### config.mk
export PLATFORM = sky130hd
export DESIGN_NAME = vme_system_controller
export DESIGN_NICKNAME = d
export VERILOG_FILES = /design/src/rtl/vme_system_controller_pkg.sv /design/src/rtl/sync2.sv /design/src/rtl/vme_system_controller_bus_timer.sv /design/src/rtl/vme_system_controller.sv
export SDC_FILE = /design/constraint.sdc
export NUM_CORES = 1
export LEC_CHECK = 0
export CAP_MARGIN = 40
export CORE_UTILIZATION = 61
export DETAILED_ROUTE_END_ITERATION = 16
export DONT_BUFFER_PORTS = 1
export PLACE_DENSITY = 0.77
export RECOVER_POWER = 50
export SKIP_CTS_REPAIR_TIMING = 1
export SYNTH_ARGS = -nofsm -noshare
export SYNTH_HDL_FRONTEND = slang
export SYNTH_SLANG_ARGS = --single-unit
export TNS_END_PERCENT = 1
### constraint.sdc
create_clock -name clock -period 2.5 [get_ports clock]
set_input_delay 0.625 -clock clock [delete_from_list [all_inputs] [get_ports clock]]
set_output_delay 0.625 -clock clock [all_outputs]
set_load 0.01 [all_outputs]
### src/rtl/vme_system_controller_pkg.sv
// Shared definitions for the slot-1 VME system controller: signal polarity,
// arbiter state encoding, request levels and level-selection helpers.
package vme_defs;

    localparam logic ACTIVE     = 1'b0;
    localparam logic INACTIVE   = 1'b1;
    localparam int   NUM_LEVELS = 4;

    typedef enum logic [1:0] {
        ARB_IDLE    = 2'd0,
        ARB_GRANT   = 2'd1,
        ARB_BUSY    = 2'd2,
        ARB_RELEASE = 2'd3
    } arb_state_t;

    typedef enum logic [1:0] {
        LVL_BR0 = 2'd0,
        LVL_BR1 = 2'd1,
        LVL_BR2 = 2'd2,
        LVL_BR3 = 2'd3
    } level_t;

    // req is active-high here; the highest set bit wins
    function automatic logic [1:0] pick_fixed(input logic [3:0] req);
        logic [1:0] lvl;
        lvl = LVL_BR0;
        for (int i = 0; i < NUM_LEVELS; i++)
            if (req[i]) lvl = 2'(i);
        return lvl;
    endfunction

    // First active level scanning upward from last+1, wrapping back to last
    function automatic logic [1:0] pick_rr(input logic [3:0] req, input logic [1:0] last);
        logic [1:0] lvl;
        logic [1:0] idx;
        lvl = last;
        for (int k = NUM_LEVELS; k >= 1; k--) begin
            idx = last + 2'(k);
            if (req[idx]) lvl = idx;
        end
        return lvl;
    endfunction

    function automatic logic above_level(input logic [3:0] req, input logic [1:0] lvl);
        return |(req & (4'b1110 << lvl));
    endfunction

endpackage

### src/rtl/sync2.sv
// Two-flop synchroniser for one asynchronous bit; resets to the idle level.
module sync2
    import vme_defs::*;
#(
    parameter logic RESET_VAL = INACTIVE
) (
    input  logic clock,
    input  logic reset,
    input  logic d,
    output logic q
);
    logic meta;

    always_ff @(posedge clock) begin
        if (!reset) begin
            meta <= RESET_VAL;
            q    <= RESET_VAL;
        end else begin
            meta <= d;
            q    <= meta;
        end
    end
endmodule

### src/rtl/vme_system_controller_bus_timer.sv
// Global bus timer: drives BERR when a data strobe stays unacknowledged for
// BUS_TIMEOUT cycles, and pulses timeout_flag once per expiry.
module vme_bus_timer
    import vme_defs::*;
#(
    parameter int BUS_TIMEOUT = 256,
    parameter int TIMER_WIDTH = 9
) (
    input  logic clock,
    input  logic reset,
    input  logic strobe,
    input  logic dtack,
    input  logic berr_in,
    input  logic ds_idle,
    output logic berr_out,
    output logic timeout_flag
);
    localparam logic [TIMER_WIDTH-1:0] TERMINAL = TIMER_WIDTH'(BUS_TIMEOUT - 1);

    logic [TIMER_WIDTH-1:0] count;
    logic                   acked;
    logic                   fire;

    // An acknowledge seen on the terminal cycle suppresses the expiry
    assign acked = dtack || berr_in;
    assign fire  = strobe && !acked && (berr_out == INACTIVE) && (count == TERMINAL);

    always_ff @(posedge clock) begin
        if (!reset) begin
            count        <= '0;
            berr_out     <= INACTIVE;
            timeout_flag <= 1'b0;
        end else begin
            timeout_flag <= fire;
            if (!strobe || acked)
                count <= '0;
            else if ((berr_out == INACTIVE) && (count != '1))
                count <= count + 1'b1;

            if (fire)
                berr_out <= ACTIVE;
            else if (ds_idle)
                berr_out <= INACTIVE;
        end
    end
endmodule

### src/rtl/vme_system_controller.sv
// Slot-1 VME system controller: four-level bus arbiter driving the BGxIN
// chains and BCLR, plus the global bus timer. All VME pins are active-low.
module vme_system_controller
    import vme_defs::*;
#(
    parameter int ROUND_ROBIN   = 0,
    parameter int GRANT_TIMEOUT = 32,
    parameter int BUS_TIMEOUT   = 256,
    parameter int TIMER_WIDTH   = 9
) (
    input  logic       clock,
    input  logic       reset,
    input  logic [3:0] vme_bus_request,
    input  logic       vme_bus_busy,
    output logic [3:0] vme_bus_grant_out,
    output logic       vme_bus_clear,
    input  logic       vme_as,
    input  logic [1:0] vme_ds,
    input  logic       vme_dtack,
    input  logic       vme_berr_in,
    output logic       vme_berr_out,
    output logic       timeout_flag
);
    localparam int NUM_SYNC = 10;
    localparam logic [TIMER_WIDTH-1:0] GRANT_LOAD = TIMER_WIDTH'(GRANT_TIMEOUT - 1);

    logic [NUM_SYNC-1:0] raw;
    logic [NUM_SYNC-1:0] synced;

    assign raw = {vme_berr_in, vme_dtack, vme_ds, vme_as, vme_bus_busy, vme_bus_request};

    for (genvar i = 0; i < NUM_SYNC; i++) begin : g_sync
        sync2 #(.RESET_VAL(INACTIVE)) u_sync (
            .clock (clock),
            .reset (reset),
            .d     (raw[i]),
            .q     (synced[i])
        );
    end

    logic [3:0] req;
    logic       busy;
    logic       ds_idle;
    logic       strobe;

    assign req     = ~synced[3:0];
    assign busy    = (synced[4] == ACTIVE);
    assign ds_idle = (synced[7:6] == {2{INACTIVE}});
    assign strobe  = (synced[5] == ACTIVE) && !ds_idle;

    arb_state_t             state, state_nx;
    logic [1:0]             level, level_nx;
    logic [1:0]             ptr, ptr_nx;
    logic [TIMER_WIDTH-1:0] gcnt, gcnt_nx;
    logic [3:0]             grant_nx;
    logic                   clear_nx;

    always_ff @(posedge clock) begin
        if (!reset) begin
            state             <= ARB_IDLE;
            level             <= LVL_BR0;
            ptr               <= LVL_BR0;
            gcnt              <= '0;
            vme_bus_grant_out <= {4{INACTIVE}};
            vme_bus_clear     <= INACTIVE;
        end else begin
            state             <= state_nx;
            level             <= level_nx;
            ptr               <= ptr_nx;
            gcnt              <= gcnt_nx;
            vme_bus_grant_out <= grant_nx;
            vme_bus_clear     <= clear_nx;
        end
    end

    always_comb begin
        state_nx = state;
        level_nx = level;
        ptr_nx   = ptr;
        gcnt_nx  = gcnt;
        case (state)
            ARB_IDLE: begin
                if ((|req) && !busy) begin
                    state_nx = ARB_GRANT;
                    level_nx = (ROUND_ROBIN != 0) ? pick_rr(req, ptr) : pick_fixed(req);
                    gcnt_nx  = GRANT_LOAD;
                end
            end
            ARB_GRANT: begin
                if (busy)
                    state_nx = ARB_BUSY;
                else if (gcnt == '0)
                    state_nx = ARB_RELEASE;
                else
                    gcnt_nx = gcnt - 1'b1;
            end
            ARB_BUSY: begin
                if (!busy) begin
                    state_nx = ARB_RELEASE;
                    if (ROUND_ROBIN != 0) ptr_nx = level;
                end
            end
            ARB_RELEASE: state_nx = ARB_IDLE;
            default:     state_nx = ARB_IDLE;
        endcase

        // Outputs are registered from the next state so they change on the transition edge
        grant_nx = {4{INACTIVE}};
        if (state_nx == ARB_GRANT) grant_nx[level_nx] = ACTIVE;

        clear_nx = INACTIVE;
        if ((state_nx == ARB_BUSY) && (ROUND_ROBIN == 0) && above_level(req, level_nx))
            clear_nx = ACTIVE;
    end

    vme_bus_timer #(
        .BUS_TIMEOUT (BUS_TIMEOUT),
        .TIMER_WIDTH (TIMER_WIDTH)
    ) u_bus_timer (
        .clock        (clock),
        .reset        (reset),
        .strobe       (strobe),
        .dtack        (synced[8] == ACTIVE),
        .berr_in      (synced[9] == ACTIVE),
        .ds_idle      (ds_idle),
        .berr_out     (vme_berr_out),
        .timeout_flag (timeout_flag)
    );
endmodule

==> summary.md, run 1 <==
| Metric | Value |
|---|---|
| Worst Tran Pin Value | `0.502 ns` |
| # diodes | `0` |
| R2R depth | `9` |
| CTS tree | `built` |
| Worst-path maximum fanout | `10` |
| Worst setup path end | `u_bus_timer.count[4]` |
| Register-to-register setup slack | `0.59 ns` |
| Initial antenna violation count | `0` |
| Syn avg cell area | `9.96 um^2` |
| Kind of critical path | `flip-flop to flip-flop` |
| Fillers | `237` |
| Layout area overhead | `5.24%` |
| Worst Clk Skew | `0.00766 ns` |
| Largest area contributor in the netlist | `dfxtp_1` |
| Area contributors post-synth | `dfxtp_1, nand2b_1, xor2_1, nor2_1, ha_1` |
| Slew Viols, Final | `0` |
| Final hold vios | `0` |
| Routed wire length | `3060 um` |
| Clk Latency, worst-skew pair | `0.36 ns` |
| Critical Path Source | `u_bus_timer.count[0]` |
| First-pass GRT wire length | `5220 um` |
| Maximum clock path buffer count | `2` |
| Slowest CP cell | `dfxtp_1` |
| Tcrit/Tclk final | `76.5%` |
| Placed instance area | `0.00194 mm^2` |
| Leakage | `0.814 nW` |
| Hpwl dp | `2130 um` |
| Die area | `0.00336 mm^2` |
| Die X | `58.0 um` |
| Rows | `19` |
| PnR Total Power | `0.00154 W` |
| Setup WS post-layout | `0.588 ns` |
| Synthesis warning total | `0` |
| Clk sink count | `49` |
| Worst R2R End | `u_bus_timer.count[4]` |
| Post-synthesis sequential area ratio | `51.3%` |
| FF/Latch Area | `981 um^2` |
| MaxCap Viol Count | `0` |
| Multi-input logic area | `878 um^2` |
| #FFs+latches synth | `49` |
| Final ANT Viol Nets | `0` |
| PortBufs | `0` |
| Maximum achievable frequency | `0.523 GHz` |
| Reg2reg start | `u_bus_timer.count[0]` |
| Required time worst endpoint | `2.76 ns` |
| Post-synth EDFFs | `0` |
| RD Place Congestion | `0.805` |
| Vias | `1306` |
| Synth Cell Area | `0.00191 mm^2` |
| GR Overflow Total | `0` |
| Instance count of the mapped netlist | `192` |
| Yosys top cell area share | `51.3%` |
| Initial core utilization | `67.0%` |
| Pwr dens | `767 mW/mm^2` |
| Largest net degree at the start of global routing | `25` |
| Vias/cell | `5.78` |
| Clock Root Buffer | `clkbuf_4` |
| Fin Setup TNS | `0 ns` |
| Pre-CTS setup slack | `0.621 ns` |
| Layout cell share with drive strength beyond 1 | `6.67%` |
| Number of global-route vias before repair | `1198` |
| Number of remaining DRC errors | `0` |
| Syn Nets | `208` |
| TritonCTS Buffers | `5` |
| Core box area | `0.00285 mm^2` |
| CTS clock-pin slew for the worst setup and hold paths | `0.14 ns` |
| DR WL/cell | `13.5 um` |
| Die Y | `58.0 um` |
| RSZ-0062 raised after global routing | `no` |
| H-tree levels | `2` |
| Min-Delay Path Depth | `1` |
| I/O pins | `19` |
| Worst setup EP type | `flip-flop` |
| Cell variety after synth | `46` |
| Crit path DAT | `2.17 ns` |
| Peak VDD IR | `620 uV` |
| Outcome | `finished, final reports clean` |
| DRT iter0 DRCs | `68` |
| Nets | `211` |
| Final Critical Period | `1.91 ns` |
| All-Layer GR Usage | `20.9%` |
| TritonRoute pass-1 iters | `4` |
| Post-Layout Inst Area | `0.00201 mm^2` |
| Slew headroom | `66.5%` |
| Crit-path cells | `ha_1 > and3_1 > and3_1 > ha_1 > nor2b_1 > buf_4 > nand4_1 > xor2_1 > nor2_1` |
| Top FF cell, synth | `dfxtp_1` |
| Synth async-reset ratio | `0%` |
| HP Class | `input pin to flip-flop` |
| Startpoint Class | `flip-flop` |
| Final setup violating endpoints | `0` |
| CP peak stage delay | `0.36 ns` |
power by group:
group          internal [W]  leakage [nW]  switching (W)
registers          0.000826         0.402      0.0000486
logic              0.000103         0.370       0.000110
clock network      0.000209        0.0417       0.000248
cell families after synthesis:
kind of cell | after synthesis | synth area share (%)
compound gates | 25 | 9.03
xor+xnor | 9 | 4.12
fa+ha+maj | 4 | 2.62
buf+inv | 13 | 2.75
flops | 49 | 51.3
mux | 5 | 2.62
simple gates | 87 | 27.6
worst max-delay path, delay by kind of cell (launching register included):
kind,cells,cell delay (ns)
DFF,1,0.36
and+or+nand+nor,5,0.68
adders and majority gates,2,0.43
xor gates and xnor gates,1,0.15
buffers and inverters,1,0.19
cell type report:
type                            count  share of cell area, %
Sequential cell                    49                   48.8
Multi-Input combinational cell    130                   43.7
Clock inverter                      2                   1.93
Tap cell                           31                   1.93
Clock buffer                        5                   1.87
Inverter                            8                   1.49
Timing Repair Buffer                1                  0.373
worst min path at each step:
stage	startpoint	end	slack, ns
final	reset	g_sync[1].u_sync.meta	0.32
after global routing	reset	g_sync[8].u_sync.meta	0.30
after CTS	reset	g_sync[4].u_sync.q	0.32
after detailed placement	g_sync[4].u_sync.meta	g_sync[4].u_sync.q	0.39
after global placement	g_sync[7].u_sync.meta	g_sync[7].u_sync.q	0.39
after floorplan	g_sync[0].u_sync.meta	g_sync[0].u_sync.q	0.39
flip-flops by register name, summed over array words and instances (netlist names):
signal	flops
g_sync.u_sync.q	10
g_sync.u_sync.meta	10
gcnt	9
level	2
state	2
u_bus_timer.berr_out	1
vme_bus_clear	1
vme_bus_grant_out	4
u_bus_timer.count	9
u_bus_timer.timeout_flag	1
metal layers:
layer  wire length [um]  part of all wire [%]  global-route usage (%)  up-vias
li1                   -                     -                       -      669
met1               1470                    48                    26.6      599
met2               1420                    46                    32.2       30
met3                110                   3.6                    6.03        8
met4                 62                   2.0                    11.6        0
met5                  0                     0                       0        -
cells in the mapped netlist, types with 3 or more instances:
master / instances
dfxtp_1: 49
nand2b_1: 23
nor2_1: 16
nand2_1: 13
a21oi_1: 7
inv_1: 7
xor2_1: 7
mux2i_1: 5
nand4_1: 5
and3_1: 4
clkbuf_1: 4
ha_1: 4
nand3_1: 3
or4_1: 3
placed cells by master, fill, tap and decap left out, types with 2 or more instances in the layout:
cell	count
a31oi_1	2
dfxtp_1	49
nand2_1	13
xor2_1	7
inv_1	7
xnor2_1	2
o21ai_0	2
a311oi_1	2
clkbuf_4	5
or4_1	3
mux2i_1	5
nand4_1	5
and3_1	4
nor3_1	2
or3_1	2
a211oi_1	2
o31ai_1	2
nand2b_1	23
ha_1	4
nand3_1	3
nor2b_1	2
nor2_1	16
nand3b_1	2
a21oi_1	7
per-stage QoR:
stage          util, %  hold WS (ns)  cells
5_1_grt           70.5         0.295    226
2_1_floorplan        -         0.386    192
4_1_cts           70.5         0.316    226
3_3_place_gp      67.9         0.389    219
6_report          70.5         0.324    226
3_5_place_dp      67.9         0.394    219
(Power assumes the default switching activity.)
==> run 2: changes to the inputs <==
--- a/config.mk
+++ b/config.mk
@@ -5,11 +5,12 @@
 export SDC_FILE = /design/constraint.sdc
 export NUM_CORES = 1
 export LEC_CHECK = 0
+export ABC_AREA = 1
 export CAP_MARGIN = 40
-export CORE_UTILIZATION = 61
+export CORE_UTILIZATION = 55
 export DETAILED_ROUTE_END_ITERATION = 16
 export DONT_BUFFER_PORTS = 1
-export PLACE_DENSITY = 0.77
+export PLACE_DENSITY = 0.73
 export RECOVER_POWER = 50
 export SKIP_CTS_REPAIR_TIMING = 1
 export SYNTH_ARGS = -nofsm -noshare
==> constraint.sdc (replaced) <==
create_clock -name clock -period 1.5 [get_ports clock]
set_input_delay 0.375 -clock clock [delete_from_list [all_inputs] [get_ports clock]]
set_output_delay 0.375 -clock clock [all_outputs]
set_load 0.01 [all_outputs]
==> run 2 against run 1 <==
Compared with the run above: the flow now finishes with violations (setup timing); sequential power up 65%; setup slack got worse by 0.73 ns; core utilization grew 0.21 points; synthesized cell count rose by 36%; global-route usage down 2.3 points; area after synthesis up 6.9%; critical path type unchanged; highest routed layer unchanged.
==> summary.md, run 2 <==
| Metric | Value |
|---|---|
| Maximum achievable frequency | `0.608 GHz (+16%)` |
| Synth async-reset ratio | `0% (unchanged)` |
| TritonRoute pass-1 iters | `6 (+2)` |
| Post-synth EDFFs | `0 (unchanged)` |
| Pre-CTS setup slack | `-0.116 ns (-0.737 ns)` |
| Failing checks | `setup timing` |
| Largest area contributor in the netlist | `dfxtp_1` |
| Metal-1 WL | `1670 um (+13%)` |
| MaxCap Viol Count | `0 (unchanged)` |
| Routed wire length | `3580 um (+17%)` |
| Final setup violating endpoints | `7 (+7)` |
| Setup WS post-layout | `-0.144 ns (-0.732 ns)` |
| CTS clock-pin slew for the worst setup and hold paths | `0.09 ns (-0.05 ns)` |
| GR Overflow Total | `0 (unchanged)` |
| Clk Latency, worst-skew pair | `0.30 ns (-0.06 ns)` |
| DR WL met3 | `133 um (+21%)` |
| Die area | `0.00396 mm^2 (+18%)` |
| Final Critical Period | `1.64 ns (-0.268 ns)` |
| Worst Clk Skew | `0.00633 ns (-0.00133 ns)` |
| Number of global-route vias before repair | `1440 (+20%)` |
| Required time worst endpoint | `1.69 ns (-1.07 ns)` |
| Synth Area in XOR/XNOR | `0% (-4.1 points)` |
| Peak VDD IR | `990 uV (+60%)` |
| Routed wl met2 | `1750 um (+23%)` |
| Hpwl dp | `2380 um (+12%)` |
| Top Layer Used | `met4` |
| H-tree levels | `2 (unchanged)` |
| Largest net degree at the start of global routing | `30 (+20%)` |
| I/O pins | `19 (unchanged)` |
| Pwr dens | `1270 mW/mm^2 (+65%)` |
| Vias | `1620 (+24%)` |
| Maximum clock path buffer count | `2 (unchanged)` |
| Final hold vios | `0 (unchanged)` |
| Number of remaining DRC errors | `0 (unchanged)` |
| Die X | `63.0 um (+8.6%)` |
| Leakage | `1.05 nW (+29%)` |
| Clock Root Buffer | `clkbuf_8` |
| Adder-Cell Fraction of Synth Area | `2.45% (-0.17 points)` |
| All-Layer GR Usage | `18.7% (-2.3 points)` |
| Synthesis warning total | `0 (unchanged)` |
| Crit path DAT | `1.83 ns (-0.34 ns)` |
| Most common cell after layout, fill and taps aside | `nand2_1` |
| Clk sink count | `49 (unchanged)` |
| Rows | `21 (+2)` |
| Layout cell share with drive strength beyond 1 | `31.1% (+24 points)` |
| # diodes | `0 (unchanged)` |
| Outcome | `finished with violations` |
| Worst-path maximum fanout | `5 (-5)` |
| Layout area overhead | `19.2%` |
| Fillers | `285 (+20%)` |
| DR WL/cell | `11.0 um (-19%)` |
| Syn avg cell area | `7.83 um^2 (-21%)` |
| DRT iter0 DRCs | `97 (+43%)` |
| Yosys top cell area share | `48.0% (-3.3 points)` |
| Core box area | `0.00344 mm^2 (+21%)` |
| Cell Count, Final, Fillers Out | `326 (+44%)` |
| Synth Cell Area | `0.00204 mm^2 (+6.9%)` |
| Startpoint Class | `flip-flop` |
| Area contributors post-synth | `dfxtp_1, nand2_1, inv_1, or2_2, nand3_1` |
| Most frequent cell after synthesis | `nand2_1` |
| Kind of critical path | `flip-flop to flip-flop` |
| Post-synthesis sequential area ratio | `48.0% (-3.3 points)` |
| PortBufs | `0 (unchanged)` |
| Instance count of the mapped netlist | `261 (+36%)` |
| Biggest regs | `g_sync.u_sync.meta (10), g_sync.u_sync.q (10)` |
| Mux share of post-synthesis cell area | `0% (-2.6 points)` |
| Worst Tran Pin Value | `0.491 ns (-0.0115 ns)` |
| Initial antenna violation count | `0 (unchanged)` |
| Top FF cell, synth | `dfxtp_1` |
| #FFs+latches synth | `49 (unchanged)` |
| Tcrit/Tclk final | `110% (+33 points)` |
| TritonCTS Buffers | `5 (unchanged)` |
| Dpl cells | `316 (+44%)` |
| Syn Nets | `277 (+33%)` |
| Die Y | `63.0 um (+8.6%)` |
| Nets | `295 (+40%)` |
| Vias/cell | `4.97 (-14%)` |
| Cell variety after synth | `28 (-39%)` |
| Synth Area in Compound Gates | `7.41% (-1.6 points)` |
| RSZ-0062 raised after global routing | `yes` |
| First-pass GRT wire length | `5890 um (+13%)` |
| Initial core utilization | `59.4% (-7.7 points)` |
| Largest family of logic cells by synthesized area | `simple AND/OR/NAND/NOR gates` |
| Final ANT Viol Nets | `0 (unchanged)` |
| Slew headroom | `67.3% (+0.77 points)` |
| HP Class | `input pin to flip-flop` |
| RD Place Congestion | `0.841 (+4.5%)` |
| Most frequent cells in the layout | `nand2_1, dfxtp_1, inv_1` |
| Worst setup EP type | `flip-flop` |
| Post-synth top cells | `nand2_1, dfxtp_1, inv_1` |
| Slew Viols, Final | `0 (unchanged)` |
| Post-synthesis simple-gate area fraction | `34.2% (+6.7 points)` |
| CTS tree | `built` |
==> run 2: per-layer routing <==
metal	vias to the layer above	global-route usage, %
met5	-	0
li1	850	-
met2	34	32.0
met1	730	22.3
met3	6	5.11
met4	0	6.10
==> run 2: cell type report <==
class / instances / area (um^2) / share of cell area [%]
clock inverters: 3 / 50.0 / 2.06
inverters: 37 / 141 / 5.81
flip-flops and latches: 49 / 986 / 40.5
multi-input cells: 171 / 1020 / 41.9
repair buffers: 15 / 110 / 4.52
clock buffers: 5 / 68.8 / 2.83
well taps: 46 / 57.6 / 2.36
==> run 2: logic make-up (layout without fill, tap and decap cells) <==
kind of cell / Yosys count / in the layout
AO/OA/AOI/OAI: 26 / 26
adder cells (fa/ha/maj): 4 / 4
buffers and inverters: 41 / 60
flip-flops: 49 / 49
AND/OR/NAND/NOR: 141 / 141
==> run 2: power by group <==
group	switching, W	internal, W
Sequential	0.0000569	0.00139
Clock	0.000457	0.000511
Combinational	0.000416	0.000258
==> run 2: final timing paths <==
check | start | to | slack (ns) | cells past startpoint
min reg2reg | g_sync[5].u_sync.meta | g_sync[5].u_sync.q | 0.42 | 1
max | u_bus_timer.count[0] | u_bus_timer.count[7] | -0.14 | 10
max reg2reg | u_bus_timer.count[0] | u_bus_timer.count[7] | -0.14 | 10
min | vme_berr_in | g_sync[9].u_sync.meta | 0.17 | 1
==> run 2: through the flow <==
stage                     util [%]  setup TNS, ns  hold slack (ns)  area (um^2)  power (W)
after global placement        64.4         -0.259            0.394         2220    0.00210
final                         70.7         -0.495            0.175         2430    0.00309
after detailed placement      64.4         -0.552            0.397         2220    0.00212
after CTS                     67.9         -0.797            0.169         2340    0.00307
after floorplan                  -         -0.225            0.393         2090    0.00197
after global routing          70.7          -1.29            0.154         2430    0.00326
==> run 2: critical path, cell delays in order (launching register included) <==
cell and delay [ns]:
dfxtp_1 0.35, ha_4 0.17, inv_4 0.06, nor4_4 0.04, ha_2 0.20, nor2_4 0.16, nand2_2 0.09, nor2_4 0.14
nand3_2 0.11, o21ai_2 0.14, a21oi_1 0.06
